<file path="src/rtl/wb_arbiter_pkg.sv">
// Shared definitions for the two-requester wishbone arbiter: bus widths,
// arbitration state encoding and requester index constants.
package wb_arbiter_pkg;

   localparam int WB_AW = 32;
   localparam int WB_DW = 32;
   localparam int WB_SW = WB_DW / 8;

   typedef enum logic [1:0] {
      IDLE    = 2'd0,
      GNT_IF  = 2'd1,
      GNT_LSU = 2'd2
   } arb_state_t;

   localparam logic IF_IDX  = 1'b0;
   localparam logic LSU_IDX = 1'b1;

endpackage

</file>
<file path="src/rtl/wb_bus_t.sv">
// Classic wishbone bus bundle; the master drives the request side, the slave
// returns ack/err and read data.
interface wb_bus_t;
   import wb_arbiter_pkg::*;

   logic             cyc;
   logic             stb;
   logic             we;
   logic [WB_SW-1:0] sel;
   logic [WB_AW-1:0] adr;
   logic [WB_DW-1:0] dat_w;
   logic [WB_DW-1:0] dat_r;
   logic             ack;
   logic             err;

   modport master (output cyc, stb, we, sel, adr, dat_w, input dat_r, ack, err);
   modport slave  (input cyc, stb, we, sel, adr, dat_w, output dat_r, ack, err);

endinterface

</file>
<file path="src/rtl/wb_watchdog.sv">
// Saturating stall counter; expired flags the stall cycle that reaches the limit.
module wb_watchdog #(
   parameter int unsigned TIMEOUT_CYCLES = 255
) (
   input  logic clk,
   input  logic rstn_i,
   input  logic clr,
   input  logic en,
   output logic expired
);

   localparam int unsigned CNT_W = (TIMEOUT_CYCLES == 0) ? 1 : $clog2(TIMEOUT_CYCLES + 1);
   localparam logic [CNT_W-1:0] SAT  = CNT_W'(TIMEOUT_CYCLES);
   localparam logic [CNT_W-1:0] LAST = CNT_W'((TIMEOUT_CYCLES == 0) ? 0 : TIMEOUT_CYCLES - 1);

   logic [CNT_W-1:0] cnt_q, cnt_d;

   always_comb begin
      cnt_d = cnt_q;
      if (clr) begin
         cnt_d = '0;
      end else if (en && (cnt_q != SAT)) begin
         cnt_d = cnt_q + 1'b1;
      end
   end

   // cnt_q holds the stalls already seen, so the current stall is the limit-th one
   assign expired = (TIMEOUT_CYCLES != 0) && en && (cnt_q >= LAST);

   always_ff @(posedge clk or negedge rstn_i) begin
      if (!rstn_i) begin
         cnt_q <= '0;
      end else begin
         cnt_q <= cnt_d;
      end
   end

endmodule

</file>
<file path="src/rtl/wb_arbiter.sv">
// Two-requester wishbone arbiter (icache fill path vs. load/store unit) with
// burst-preserving grants and a stall watchdog that aborts hung transactions.
module wb_arbiter
   import wb_arbiter_pkg::*;
#(
   parameter bit          ROUND_ROBIN    = 1'b1,
   parameter int unsigned TIMEOUT_CYCLES = 255
) (
   input  logic       clk,
   input  logic       rstn_i,
   wb_bus_t.slave     if_bus,
   wb_bus_t.slave     lsu_bus,
   wb_bus_t.master    mem_bus,
   output logic [1:0] grant_o,
   output logic       timeout_o
);

   arb_state_t state_q, state_d;
   logic       last_q, last_d;
   logic       if_req, lsu_req;
   logic       own_stb;
   logic       stall_en, stall_clr, expired;

   assign if_req  = if_bus.cyc & if_bus.stb;
   assign lsu_req = lsu_bus.cyc & lsu_bus.stb;

   always_comb begin
      own_stb = 1'b0;
      case (state_q)
         GNT_IF:  own_stb = if_bus.stb;
         GNT_LSU: own_stb = lsu_bus.stb;
         default: own_stb = 1'b0;
      endcase
   end

   assign stall_en  = own_stb & ~mem_bus.ack & ~mem_bus.err;
   assign stall_clr = mem_bus.ack | mem_bus.err | (state_d != state_q);

   wb_watchdog #(.TIMEOUT_CYCLES(TIMEOUT_CYCLES)) u_wdog (
      .clk     (clk),
      .rstn_i  (rstn_i),
      .clr     (stall_clr),
      .en      (stall_en),
      .expired (expired)
   );

   always_comb begin
      state_d = state_q;
      last_d  = last_q;
      case (state_q)
         IDLE: begin
            if (if_req && lsu_req) begin
               state_d = (ROUND_ROBIN && (last_q == LSU_IDX)) ? GNT_IF : GNT_LSU;
            end else if (if_req) begin
               state_d = GNT_IF;
            end else if (lsu_req) begin
               state_d = GNT_LSU;
            end
         end
         // grant is held for the whole cycle so cache line fills stay contiguous
         GNT_IF: begin
            if (expired) begin
               state_d = IDLE;
            end else if (!if_bus.cyc) begin
               state_d = lsu_req ? GNT_LSU : IDLE;
            end
         end
         GNT_LSU: begin
            if (expired) begin
               state_d = IDLE;
            end else if (!lsu_bus.cyc) begin
               state_d = if_req ? GNT_IF : IDLE;
            end
         end
         default: state_d = IDLE;
      endcase
      if (state_d != state_q) begin
         if (state_d == GNT_IF) begin
            last_d = IF_IDX;
         end else if (state_d == GNT_LSU) begin
            last_d = LSU_IDX;
         end
      end
   end

   always_comb begin
      mem_bus.cyc   = 1'b0;
      mem_bus.stb   = 1'b0;
      mem_bus.we    = 1'b0;
      mem_bus.sel   = '0;
      mem_bus.adr   = '0;
      mem_bus.dat_w = '0;
      if_bus.ack    = 1'b0;
      if_bus.err    = 1'b0;
      if_bus.dat_r  = '0;
      lsu_bus.ack   = 1'b0;
      lsu_bus.err   = 1'b0;
      lsu_bus.dat_r = '0;
      case (state_q)
         GNT_IF: begin
            mem_bus.cyc   = if_bus.cyc & ~expired;
            mem_bus.stb   = if_bus.stb & ~expired;
            mem_bus.we    = if_bus.we;
            mem_bus.sel   = if_bus.sel;
            mem_bus.adr   = if_bus.adr;
            mem_bus.dat_w = if_bus.dat_w;
            if_bus.ack    = mem_bus.ack;
            if_bus.err    = mem_bus.err | expired;
            if_bus.dat_r  = mem_bus.dat_r;
         end
         GNT_LSU: begin
            mem_bus.cyc   = lsu_bus.cyc & ~expired;
            mem_bus.stb   = lsu_bus.stb & ~expired;
            mem_bus.we    = lsu_bus.we;
            mem_bus.sel   = lsu_bus.sel;
            mem_bus.adr   = lsu_bus.adr;
            mem_bus.dat_w = lsu_bus.dat_w;
            lsu_bus.ack   = mem_bus.ack;
            lsu_bus.err   = mem_bus.err | expired;
            lsu_bus.dat_r = mem_bus.dat_r;
         end
         default: ;
      endcase
   end

   assign grant_o   = {state_q == GNT_LSU, state_q == GNT_IF};
   assign timeout_o = expired;

   always_ff @(posedge clk or negedge rstn_i) begin
      if (!rstn_i) begin
         state_q <= IDLE;
         last_q  <= IF_IDX;
      end else begin
         state_q <= state_d;
         last_q  <= last_d;
      end
   end

endmodule

</file>
<file path="src/flat_wrapper.sv">
// flat-port wrapper written by rule: the top's interface ports become plain ports
module wb_arbiter_flat import wb_arbiter_pkg::*;
#(
   parameter bit          ROUND_ROBIN    = 1'b1,
   parameter int unsigned TIMEOUT_CYCLES = 255
)
  (clk, rstn_i, grant_o, timeout_o, if_bus_cyc, if_bus_stb, if_bus_we, if_bus_sel, if_bus_adr, if_bus_dat_w, if_bus_dat_r, if_bus_ack, if_bus_err, lsu_bus_cyc, lsu_bus_stb, lsu_bus_we, lsu_bus_sel, lsu_bus_adr, lsu_bus_dat_w, lsu_bus_dat_r, lsu_bus_ack, lsu_bus_err, mem_bus_cyc, mem_bus_stb, mem_bus_we, mem_bus_sel, mem_bus_adr, mem_bus_dat_w, mem_bus_dat_r, mem_bus_ack, mem_bus_err);
  wb_bus_t if_bus_i ();
  wb_bus_t lsu_bus_i ();
  wb_bus_t mem_bus_i ();
  input  logic clk;
  input  logic rstn_i;
  output logic [1:0] grant_o;
  output logic timeout_o;
  input wire logic [$bits(if_bus_i.cyc)-1:0] if_bus_cyc;
  input wire logic [$bits(if_bus_i.stb)-1:0] if_bus_stb;
  input wire logic [$bits(if_bus_i.we)-1:0] if_bus_we;
  input wire logic [$bits(if_bus_i.sel)-1:0] if_bus_sel;
  input wire logic [$bits(if_bus_i.adr)-1:0] if_bus_adr;
  input wire logic [$bits(if_bus_i.dat_w)-1:0] if_bus_dat_w;
  output wire logic [$bits(if_bus_i.dat_r)-1:0] if_bus_dat_r;
  output wire logic [$bits(if_bus_i.ack)-1:0] if_bus_ack;
  output wire logic [$bits(if_bus_i.err)-1:0] if_bus_err;
  input wire logic [$bits(lsu_bus_i.cyc)-1:0] lsu_bus_cyc;
  input wire logic [$bits(lsu_bus_i.stb)-1:0] lsu_bus_stb;
  input wire logic [$bits(lsu_bus_i.we)-1:0] lsu_bus_we;
  input wire logic [$bits(lsu_bus_i.sel)-1:0] lsu_bus_sel;
  input wire logic [$bits(lsu_bus_i.adr)-1:0] lsu_bus_adr;
  input wire logic [$bits(lsu_bus_i.dat_w)-1:0] lsu_bus_dat_w;
  output wire logic [$bits(lsu_bus_i.dat_r)-1:0] lsu_bus_dat_r;
  output wire logic [$bits(lsu_bus_i.ack)-1:0] lsu_bus_ack;
  output wire logic [$bits(lsu_bus_i.err)-1:0] lsu_bus_err;
  output wire logic [$bits(mem_bus_i.cyc)-1:0] mem_bus_cyc;
  output wire logic [$bits(mem_bus_i.stb)-1:0] mem_bus_stb;
  output wire logic [$bits(mem_bus_i.we)-1:0] mem_bus_we;
  output wire logic [$bits(mem_bus_i.sel)-1:0] mem_bus_sel;
  output wire logic [$bits(mem_bus_i.adr)-1:0] mem_bus_adr;
  output wire logic [$bits(mem_bus_i.dat_w)-1:0] mem_bus_dat_w;
  input wire logic [$bits(mem_bus_i.dat_r)-1:0] mem_bus_dat_r;
  input wire logic [$bits(mem_bus_i.ack)-1:0] mem_bus_ack;
  input wire logic [$bits(mem_bus_i.err)-1:0] mem_bus_err;
  assign if_bus_i.cyc = if_bus_cyc;
  assign if_bus_i.stb = if_bus_stb;
  assign if_bus_i.we = if_bus_we;
  assign if_bus_i.sel = if_bus_sel;
  assign if_bus_i.adr = if_bus_adr;
  assign if_bus_i.dat_w = if_bus_dat_w;
  assign if_bus_dat_r = if_bus_i.dat_r;
  assign if_bus_ack = if_bus_i.ack;
  assign if_bus_err = if_bus_i.err;
  assign lsu_bus_i.cyc = lsu_bus_cyc;
  assign lsu_bus_i.stb = lsu_bus_stb;
  assign lsu_bus_i.we = lsu_bus_we;
  assign lsu_bus_i.sel = lsu_bus_sel;
  assign lsu_bus_i.adr = lsu_bus_adr;
  assign lsu_bus_i.dat_w = lsu_bus_dat_w;
  assign lsu_bus_dat_r = lsu_bus_i.dat_r;
  assign lsu_bus_ack = lsu_bus_i.ack;
  assign lsu_bus_err = lsu_bus_i.err;
  assign mem_bus_cyc = mem_bus_i.cyc;
  assign mem_bus_stb = mem_bus_i.stb;
  assign mem_bus_we = mem_bus_i.we;
  assign mem_bus_sel = mem_bus_i.sel;
  assign mem_bus_adr = mem_bus_i.adr;
  assign mem_bus_dat_w = mem_bus_i.dat_w;
  assign mem_bus_i.dat_r = mem_bus_dat_r;
  assign mem_bus_i.ack = mem_bus_ack;
  assign mem_bus_i.err = mem_bus_err;
  wb_arbiter #(.ROUND_ROBIN(ROUND_ROBIN), .TIMEOUT_CYCLES(TIMEOUT_CYCLES)) u_core (.clk(clk), .rstn_i(rstn_i), .if_bus(if_bus_i), .lsu_bus(lsu_bus_i), .mem_bus(mem_bus_i), .grant_o(grant_o), .timeout_o(timeout_o));
endmodule
</file>
<file path="config.mk">
export PLATFORM = sky130hd
export DESIGN_NAME = wb_arbiter_flat
export DESIGN_NICKNAME = d
export VERILOG_FILES = /design/src/rtl/wb_arbiter_pkg.sv /design/src/rtl/wb_bus_t.sv /design/src/rtl/wb_watchdog.sv /design/src/rtl/wb_arbiter.sv /design/src/flat_wrapper.sv
export SDC_FILE = /design/constraint.sdc
export NUM_CORES = 1
export LEC_CHECK = 0
export ABC_AREA = 1
export BUFFER_PORTS_ARGS = -buffer_cell sky130_fd_sc_hd__clkbuf_2
export CORE_AREA = 2 2 125 127
export CTS_BUF_LIST = sky130_fd_sc_hd__clkbuf_16
export CTS_CLUSTER_DIAMETER = 150
export CTS_CLUSTER_SIZE = 40
export DETAILED_ROUTE_END_ITERATION = 16
export DIE_AREA = 0 0 127 129
export PLACE_DENSITY = 0.54
export SLEW_MARGIN = 20
export SYNTH_ARGS = -nofsm -noshare
export SYNTH_HDL_FRONTEND = slang
export SYNTH_SLANG_ARGS = --single-unit
</file>
<file path="constraint.sdc">
create_clock -name clk -period 2.7 [get_ports clk]
set_input_delay 0.27 -clock clk [delete_from_list [all_inputs] [get_ports clk]]
set_output_delay 0.27 -clock clk [all_outputs]
set_load 0.05 [all_outputs]
</file>
==> out/metrics.cfg, run 1 <==
[sta]
hold_viol = 0
setup_viol = 0
finalClockSkew_ns = 0.00327
worst_pin_slew_ns = 0.508
fmax_mhz = 418
final.setup.worst_slack_ns = 0.306
finalMaxSlewViolations = 0
period_minus_slack_ns = 2.39
grt_setup_unrepaired = no
finalCritPeriodShare_pct = 88.7
finalSetupTns_ns = 0
relSlewSlack_pct = 66.1

[layout]
layout_commonest_cell = clkbuf_2
drive_above_1_share_pct = 52.4
fin_nets = 982
diodes = 0
nFillCells = 1720
finalNonFillerCells = 984
synthToLayoutAreaGrowth_pct = 89.2
final_cell_mix = clkbuf_2, nand2_1, inv_1

[floorplanning]
die_w_um = 127
start_util_pct = 16.0
io_pins = 320
dieHeight_um = 129
core-area_mm2 = 0.0150
row_count = 45
die_area_mm2 = 0.0164

[synthesis]
syn_inst = 495
synth-compound-area-share_pct = 16.3
synthSimpleGateAreaFrac_pct = 46.9
synthFlopType = dfrtp_1
synth_edf_count = 0
yosysUniqueCellTypes = 26
synth_nets = 680
syn-cell-area_mm2 = 0.00240
synthXorXnorAreaFrac_pct = 2.55
synth_top_family_by_area = simple AND/OR/NAND/NOR gates
syn_avg_cell_area_um2 = 4.85
yosys.area_share.adder_pct = 3.65
synth_top_area_share_pct = 37.2
synth_mux_area_share_pct = 0
synth.largest_area_cell = nand2_1
yosysSeqAreaShare_pct = 11.5
synth-async-reset-ratio_pct = 100
ys_warn_count = 0
synthTopCellsByArea = nand2_1, a21oi_1, inv_1
synth-seq-cells = 11

[route]
wl_per_cell_um = 13.0
drt-total-wl_um = 12800
vias = 3925
remaining_drc_errors = 0
vias_per_cell = 3.99
drt-pass1-iter-count = 5
drt_iter0_drc = 179
postRouteAntennaNets = 0

[worst_setup_path]
crit_fanout = 31
r2r_start = u_core.state_q[0]$_DFF_PN0_
reg2reg_depth = 14
cp-start-kind = register
path_class = reg -> out
cp.arrival_ns = 2.12
cp-end-kind = primary output
r2r_slack_ns = 0.51
cp-startpoint = u_core.state_q[0]$_DFF_PN0_
r2r_end = u_core.last_q$_DFFE_PN0P_
crit_required_ns = 2.43

[clocking]
path_clk_slew_ns = 0.04
cts_inserted_buffers = 3
cts.path.max_buffers = 2
cts_tree = built
h-tree-depth = 1
hold_buffers = 1
cts_resized = 0
clock-root-buffer = clkbuf_16
clkLatencyLatePin_ns = 0.24
cts_sinks = 11
post-cts-setup-buffers = 0

[power]
power_density_mw_per_mm2 = 1040
p_leak_nw = 2.87
irDropWorstVdd_uv = 372
power.total_mw = 4.72

[hold_path]
hold_start = mem_bus_err
min_path_type = in -> reg
hold_depth = 4
min_to = u_core.u_wdog.cnt_q[6]$_DFFE_PN0P_

[outcome]
status = complete, no violations

[global_routing]
antenna_found_initial = 0
overflow = 0
grt_max_degree = 66
grt_pass1_vias = 3468
grt_use_total_pct = 13.7
grt_pass1_wl_um = 18200

[placed_design]
portBuffers = 319
hpwl_um = 10600
gp_congestion = 0.824
dp.cells = 979
place_ws_ns = 0.515

[flow_run]
cap_viol_max_count = 0

==> layout make-up <==
type / instances / area [um2] / area share (%)
clock buffer: 3 / 75.1 / 1.65
clock inverter: 1 / 3.75 / 0.0827
inverter: 90 / 339 / 7.47
multi-input combinational: 363 / 1910 / 42.0
sequential: 11 / 275 / 6.06
tap: 188 / 235 / 5.18
timing repair buffer: 328 / 1700 / 37.5
==> cells in the mapped netlist (2+ instances only) <==
library cell and n:
nor2_2 7, xnor2_1 2, xor2_1 5, inv_2 2, clkbuf_1 28, ha_1 7
nor2_4 3, nand2_2 9, inv_1 87, o21ai_0 2, nand3_1 5, nand4_1 2
nand2_1 238, a21oi_1 73, nor2_1 4, dfrtp_1 11
==> metrics by stage <==
stage / hold slack, ns / cell area, um2 / util, %
after global placement: 0.171 / 4450 / 29.7
after floorplan: -0.0256 / 2620 / -
after detailed placement: 0.170 / 4450 / 29.7
final: 0.441 / 4540 / 30.3
after CTS: 0.447 / 4540 / 30.3
after global routing: 0.462 / 4540 / 30.3
==> logic make-up after synthesis <==
group	after synthesis
AND/OR/NAND/NOR	272
buffers and inverters	121
AO/OA/AOI/OAI	77
flip-flops	11
XOR/XNOR	7
adder cells (fa/ha/maj)	7
==> critical path: stages (launching register included) <==
cell and delay [ns]:
dfrtp_1 0.47, inv_1 0.15, ha_1 0.37, clkinv_2 0.09
buf_4 0.28, a21oi_2 0.20, clkbuf_2 0.30
==> worst max path at each step <==
| stage | to | slack (ns) | depth (start not counted) |
|---|---|---|---|
| global route | mem_bus_dat_w[22] | 0.20 | 6 |
| global placement | u_core.last_q$_DFFE_PN0P_ | 0.52 | 14 |
| floorplan | mem_bus_sel[2] | 0.05 | 7 |
| finish | mem_bus_dat_w[22] | 0.31 | 6 |
| detailed placement | u_core.last_q$_DFFE_PN0P_ | 0.51 | 14 |
| CTS | mem_bus_dat_w[22] | 0.30 | 6 |
==> where the power goes <==
group          total [mW]  switching, mW  internal, mW
Sequential          0.213         0.0266         0.186
Combinational        4.25           3.32         0.929
Clock               0.265         0.0708         0.194
Total                4.72           3.41          1.31
==> sequential cells by signal, indices dropped and copies added (netlist names) <==
name and count:
u_core.u_wdog.cnt_q 8, u_core.state_q 2, u_core.last_q 1
==> routing by layer <==
metal  vias to the layer above  track usage [%]  routed length, um
met5                         -                0                  0
met4                         0             1.23                 27
met3                         2             2.70               1010
met2                       178             23.4               6240
met1                      1681             18.8               5480
li1                       2064                -                  -
(Power assumes the default switching activity.)
==> run 2: changes to the inputs <==
--- a/config.mk
+++ b/config.mk
@@ -13,7 +13,7 @@
 export CTS_CLUSTER_SIZE = 40
 export DETAILED_ROUTE_END_ITERATION = 16
 export DIE_AREA = 0 0 127 129
-export PLACE_DENSITY = 0.54
+export PLACE_DENSITY = 0.51
 export SLEW_MARGIN = 20
 export SYNTH_ARGS = -nofsm -noshare
 export SYNTH_HDL_FRONTEND = slang
==> run 2 against run 1 <==
  * Clock skew down 0.00063 ns
  * Non-clock buffer count decreased by 2
  * Critical path depth unchanged
  * Setup slack better by 0.011 ns
  * Global-route usage fell by 1.2 points
  * Highest routed layer unchanged
  * Cell count fell by 0.20%
  * Clock-buffer cell count unchanged
==> out/metrics.cfg, run 2 (same netlist as run 1, synthesis figures left out) <==
[layout]
multi_input_area_mm2 = 0.00191  ; unchanged
nFillCells = 1722  ; +0.12%
layout_commonest_cell = clkbuf_2
fin_area_mm2 = 0.00454  ; about the same
drive_above_1_share_pct = 52.4  ; about the same
reg_top3 = u_core.u_wdog.cnt_q (8), u_core.state_q (2), u_core.last_q (1)
fin_nets = 980  ; -0.20%
largest_reg_flops = 8  ; unchanged
seqCellArea_um2 = 275  ; unchanged
final_cell_mix = clkbuf_2, nand2_1, inv_1
largest-register = u_core.u_wdog.cnt_q
synthToLayoutAreaGrowth_pct = 89.2  ; about the same
diodes = 0  ; unchanged

[clocking]
cts_inserted_buffers = 3  ; unchanged
hold_buffers = 1  ; unchanged
clock-root-buffer = clkbuf_16
h-tree-depth = 1  ; unchanged
cts_tree = built
cts.path.max_buffers = 2  ; unchanged
path_clk_slew_ns = 0.04  ; about the same
cts_resized = 0  ; unchanged
post-cts-setup-buffers = 0  ; unchanged
clkLatencyLatePin_ns = 0.24  ; about the same
cts_sinks = 11  ; unchanged

[outcome]
status = complete, no violations

[placed_design]
hpwl_um = 9590  ; -9.9%
place_ws_ns = 0.485  ; -0.0298 ns
gp_congestion = 0.781  ; -5.2%
place_area_mm2 = 0.00445  ; about the same
portBuffers = 319  ; unchanged

[route]
remaining_drc_errors = 0  ; unchanged
wl_per_cell_um = 11.8  ; -9.1%
drt-pass1-iter-count = 6  ; +1
postRouteAntennaNets = 0  ; unchanged
vias = 3924  ; -0.025%
drt_iter0_drc = 212  ; +18%
vias_per_cell = 4.00  ; +0.18%
drt-total-wl_um = 11600  ; -9.2%

[worst_setup_path]
cp-start-kind = register
r2r_start = u_core.state_q[0]$_DFF_PN0_
r2r_end = u_core.last_q$_DFFE_PN0P_
path_class = reg -> out
crit_required_ns = 2.43  ; about the same
reg2reg_depth = 14  ; unchanged
crit_fanout = 21  ; -32%
cp.arrival_ns = 2.11  ; about the same
r2r_slack_ns = 0.48  ; -0.03 ns
cp-end-kind = primary output

[sta]
finalClockSkew_ns = 0.00264  ; -0.000634 ns
finalCritPeriodShare_pct = 88.3  ; -0.40 points
final.setup.worst_slack_ns = 0.317  ; +0.0108 ns
whs_ns = 0.431  ; -0.0107 ns
period_minus_slack_ns = 2.38  ; -0.0108 ns
relSlewSlack_pct = 75.0  ; +8.9 points
finalMaxSlewViolations = 0  ; unchanged
setup_viol = 0  ; unchanged
worst_pin_slew_ns = 0.374  ; -0.134 ns
hold_viol = 0  ; unchanged
finalSetupTns_ns = 0  ; unchanged
fmax_mhz = 420  ; +0.45%
grt_setup_unrepaired = no

[power]
p_leak_nw = 2.86  ; -0.21%
power_density_mw_per_mm2 = 1040  ; -0.19%
irDropWorstVdd_uv = 407  ; +9.3%

[floorplanning]
row_count = 45  ; unchanged
die_w_um = 127  ; unchanged
io_pins = 320  ; unchanged
core-area_mm2 = 0.0150  ; unchanged
dieHeight_um = 129  ; unchanged
start_util_pct = 16.0  ; unchanged
die_area_mm2 = 0.0164  ; unchanged

[global_routing]
grt_use_total_pct = 12.6  ; -1.2 points
grt_pass1_wl_um = 17200  ; -5.8%
antenna_found_initial = 0  ; unchanged
grt_pass1_vias = 3478  ; +0.29%
grt_max_degree = 79  ; +20%
overflow = 0  ; unchanged

[hold_path]
min_to = u_core.u_wdog.cnt_q[4]$_DFFE_PN0P_
hold_start = mem_bus_err
min_path_type = in -> reg
hold_depth = 4  ; unchanged

[flow_run]
cap_viol_max_count = 0  ; unchanged

[run 2: cell types whose count changed in the layout (fill, tap and decap cells not counted)]
| cell | before | now |
|---|---|---|
| buf_12 | 3 | 4 |
| buf_4 | 5 | 2 |
| inv_1 | 88 | 87 |
| clkinv_2 | 1 | 2 |
[run 2: worst max-delay path, cell delays in order (launching register included)]
cell and delay [ns]:
dfrtp_1 0.49, inv_1 0.16, ha_1 0.37, clkinv_2 0.09, buf_4 0.25, a21oi_2 0.19
clkbuf_2 0.32
[run 2: metrics by stage]
stage | util [%] | std cells | power [mW]
final | 30.3 | 982 | 4.71
after global routing | 30.3 | 982 | 5.01
after CTS | 30.3 | 982 | 4.77
after detailed placement | 29.7 | 977 | 4.48
after global placement | 29.7 | 977 | 4.50
after floorplan | - | 495 | 3.44
[run 2: report_power, final]
| group | internal, mW | switching, mW |
|---|---|---|
| clock | 0.196 | 0.0773 |
| combinational | 0.936 | 3.29 |
| sequential | 0.186 | 0.0293 |
[run 2: layout make-up]
type	instances	area share (%)
clock buffer	3	1.65
tap	188	5.18
multi-input combinational	363	42.0
inverter	90	7.47
sequential	11	6.06
clock inverter	1	0.110
timing repair buffer	326	37.5
[run 2: worst max-delay path by stage]
stage                                           start                         to  slack, ns  cells after the start
after floorplan           u_core.state_q[1]$_DFF_PN0_             mem_bus_sel[2]       0.05                      7
after global routing      u_core.state_q[0]$_DFF_PN0_             mem_bus_sel[3]       0.21                      6
after CTS                 u_core.state_q[0]$_DFF_PN0_             mem_bus_sel[3]       0.28                      6
after detailed placement  u_core.state_q[0]$_DFF_PN0_  u_core.last_q$_DFFE_PN0P_       0.48                     14
final                     u_core.state_q[0]$_DFF_PN0_             mem_bus_sel[3]       0.32                      6
after global placement    u_core.state_q[0]$_DFF_PN0_  u_core.last_q$_DFFE_PN0P_       0.53                     14
[run 2: routing by layer]
metal  wire length (um)  vias up  part of all wire, %  GRT usage (%)
met5                  0        -                    0              0
met4                 14        0                 0.12          0.582
met3                915        3                  7.9           2.29
met2               5730      180                   50           22.6
met1               4920     1684                   42           16.5
li1                   -     2057                    -              -
==> run 3: changes to the inputs <==
==> constraint.sdc (replaced) <==
create_clock -name clk -period 2.9 [get_ports clk]
set_input_delay 0.29 -clock clk [delete_from_list [all_inputs] [get_ports clk]]
set_output_delay 0.29 -clock clk [all_outputs]
set_load 0.05 [all_outputs]
==> run 3 against run 2 <==
  * Non-clock buffer count rose by 2
  * Utilization fell by 0.43 points
  * Critical endpoint is now mem_bus_dat_w[8]
  * Via count fell by 2.6%
  * Register-to-register slack improved by 0.26 ns
  * Global-route usage rose by 1.7 points
  * Largest cell class unchanged
  * Clock-buffer cell count did not move
  * Highest routed layer unchanged
  * Die area did not move
==> out/metrics.cfg, run 3 (same netlist as run 1, synthesis figures left out) <==
[sta]
finalMaxSlewViolations = 0  ; unchanged
finalCritPeriodShare_pct = 82.8
whs_ns = 0.465  ; +0.0344 ns
finalClockSkew_ns = 0.00202  ; -0.000621 ns
setup_viol = 0  ; unchanged
period_minus_slack_ns = 2.40
relSlewSlack_pct = 69.8  ; -5.3 points
hold_viol = 0  ; unchanged
final.setup.worst_slack_ns = 0.500  ; +0.183 ns
grt_setup_unrepaired = no
fmax_mhz = 417
finalSetupTns_ns = 0  ; unchanged
worst_pin_slew_ns = 0.453  ; +0.0788 ns

[power]
p_leak_nw = 2.86  ; about the same
switching_share_pct = 72.7  ; +0.63 points
power_density_mw_per_mm2 = 970  ; -6.5%
p_comb_share_pct = 89.7  ; about the same
p_int_mw = 1.19  ; -10%
irDropWorstVdd_uv = 432  ; +6.2%
clkPwrFrac_pct = 5.7  ; about the same
seq_power_share_pct = 4.5  ; about the same
p_sw_mw = 3.15  ; -7.1%

[worst_setup_path]
r2r_start = u_core.state_q[0]$_DFF_PN0_
path_class = reg -> out
reg2reg_depth = 14  ; unchanged
cpMaxStageDelayCell = dfrtp_1
r2r_end = u_core.last_q$_DFFE_PN0P_
cpPeakStageDelay_ns = 0.43  ; -0.06 ns
cp.arrival_ns = 2.11  ; about the same
crit_fanout = 45  ; +110%
worstPathCellList = inv_1 -> ha_4 -> buf_4 -> nand2_1 -> a21oi_2 -> clkbuf_2
cp-end-kind = primary output
r2r_slack_ns = 0.74  ; +0.26 ns
cp-start-kind = register
crit_required_ns = 2.61  ; +0.18 ns

[layout]
final_cell_mix = clkbuf_2, nand2_1, inv_1
utilization_pct = 29.9  ; -0.43 points
largest_reg_flops = 8  ; unchanged
layout_commonest_cell = clkbuf_2
fin_nets = 982  ; +0.20%
drive_above_1_share_pct = 51.0  ; -1.4 points
reg_top3 = u_core.u_wdog.cnt_q (8), u_core.state_q (2), u_core.last_q (1)
diodes = 0  ; unchanged
largest-register = u_core.u_wdog.cnt_q
synthToLayoutAreaGrowth_pct = 86.4

[clocking]
post-cts-setup-buffers = 0  ; unchanged
cts_tree = built
cts_resized = 0  ; unchanged
cts_inserted_buffers = 3  ; unchanged
clkLatencyLatePin_ns = 0.24  ; about the same
cts.path.max_buffers = 2  ; unchanged
cts_sinks = 11  ; unchanged
clock-root-buffer = clkbuf_16
h-tree-depth = 1  ; unchanged
path_clk_slew_ns = 0.04  ; about the same

[global_routing]
antenna_found_initial = 0  ; unchanged
grt_use_total_pct = 14.2  ; +1.7 points
grt_pass1_vias = 3568  ; +2.6%
grt_max_degree = 54  ; -32%
overflow = 0  ; unchanged
grt_pass1_wl_um = 18900  ; +10%

[placed_design]
hpwl_um = 10600  ; +11%
gp_congestion = 0.790  ; +1.0%
portBuffers = 319  ; unchanged
place_ws_ns = 0.723  ; +0.239 ns

[route]
drt_iter0_drc = 205  ; -3.3%
drt-pass1-iter-count = 4  ; -2
wl_per_cell_um = 12.7  ; +8.1%
postRouteAntennaNets = 0  ; unchanged
vias = 3822  ; -2.6%
remaining_drc_errors = 0  ; unchanged
drt-total-wl_um = 12500  ; +8.3%
vias_per_cell = 3.88  ; -2.8%

[floorplanning]
die_area_mm2 = 0.0164  ; unchanged
dieHeight_um = 129  ; unchanged
io_pins = 320  ; unchanged
row_count = 45  ; unchanged
core-area_mm2 = 0.0150  ; unchanged
start_util_pct = 16.0  ; unchanged
die_w_um = 127  ; unchanged

[flow_run]
cap_viol_max_count = 0  ; unchanged

[hold_path]
min_to = u_core.u_wdog.cnt_q[2]$_DFFE_PN0P_
hold_depth = 4  ; unchanged
hold_start = mem_bus_err
min_path_type = in -> reg

[outcome]
status = complete, no violations

run 3: layout make-up:
class	instances	area, um2
inverters	90	339
clock inverters	1	3.75
clock buffers	3	75.1
well taps	188	235
repair buffers	328	1680
multi-input cells	363	1870
fillers	1753	10500
flip-flops and latches	11	275
run 3: worst max path at each step:
stage	from	endpoint	slack, ns	depth (start not counted)
floorplan	u_core.state_q[0]$_DFF_PN0_	mem_bus_adr[16]	0.01	7
global placement	u_core.state_q[0]$_DFF_PN0_	u_core.last_q$_DFFE_PN0P_	0.73	14
detailed placement	u_core.state_q[1]$_DFF_PN0_	mem_bus_dat_w[19]	0.72	6
CTS	u_core.state_q[0]$_DFF_PN0_	mem_bus_dat_w[19]	0.45	6
global route	u_core.state_q[1]$_DFF_PN0_	mem_bus_dat_w[19]	0.35	6
finish	u_core.state_q[1]$_DFF_PN0_	mem_bus_dat_w[8]	0.50	6
run 3: through the flow:
stage / instance area [um2] / power [mW] / instances
after floorplan: 2580 / 3.16 / 495
after global placement: 4390 / 4.14 / 979
after detailed placement: 4390 / 4.13 / 979
after CTS: 4470 / 4.40 / 984
after global routing: 4470 / 4.63 / 984
final: 4470 / 4.34 / 984
run 3: power by group through the flow:
stage               sequential, mW  clock [mW]  combinational, mW
floorplan                    0.190           0               2.97
global placement             0.200           0               3.94
detailed placement           0.200           0               3.93
CTS                          0.198       0.258               3.94
global route                 0.200       0.267               4.16
finish                       0.197       0.248               3.90
run 3: layer usage:
layer	track usage (%)	vias up	share of wire, %
met5	0	-	0
met4	2.78	0	1.5
met3	4.03	12	8.1
met2	24.4	147	49
met1	18.0	1596	41
li1	-	2067	-
run 3: worst max-delay path, delay by kind of cell, from the launching register on:
| family | cells | cell delay (ns) |
|---|---|---|
| AO/OA/AOI/OAI | 1 | 0.15 |
| adder cells (fa/ha/maj) | 1 | 0.24 |
| buffers and inverters | 3 | 0.90 |
| flip-flops | 1 | 0.43 |
| AND/OR/NAND/NOR | 1 | 0.12 |
run 3: what timing repair did:
item	in CTS	in global routing
setup endpoints to repair	0	0
endpoints found under the hold margin	11	0
hold buffers	1	0
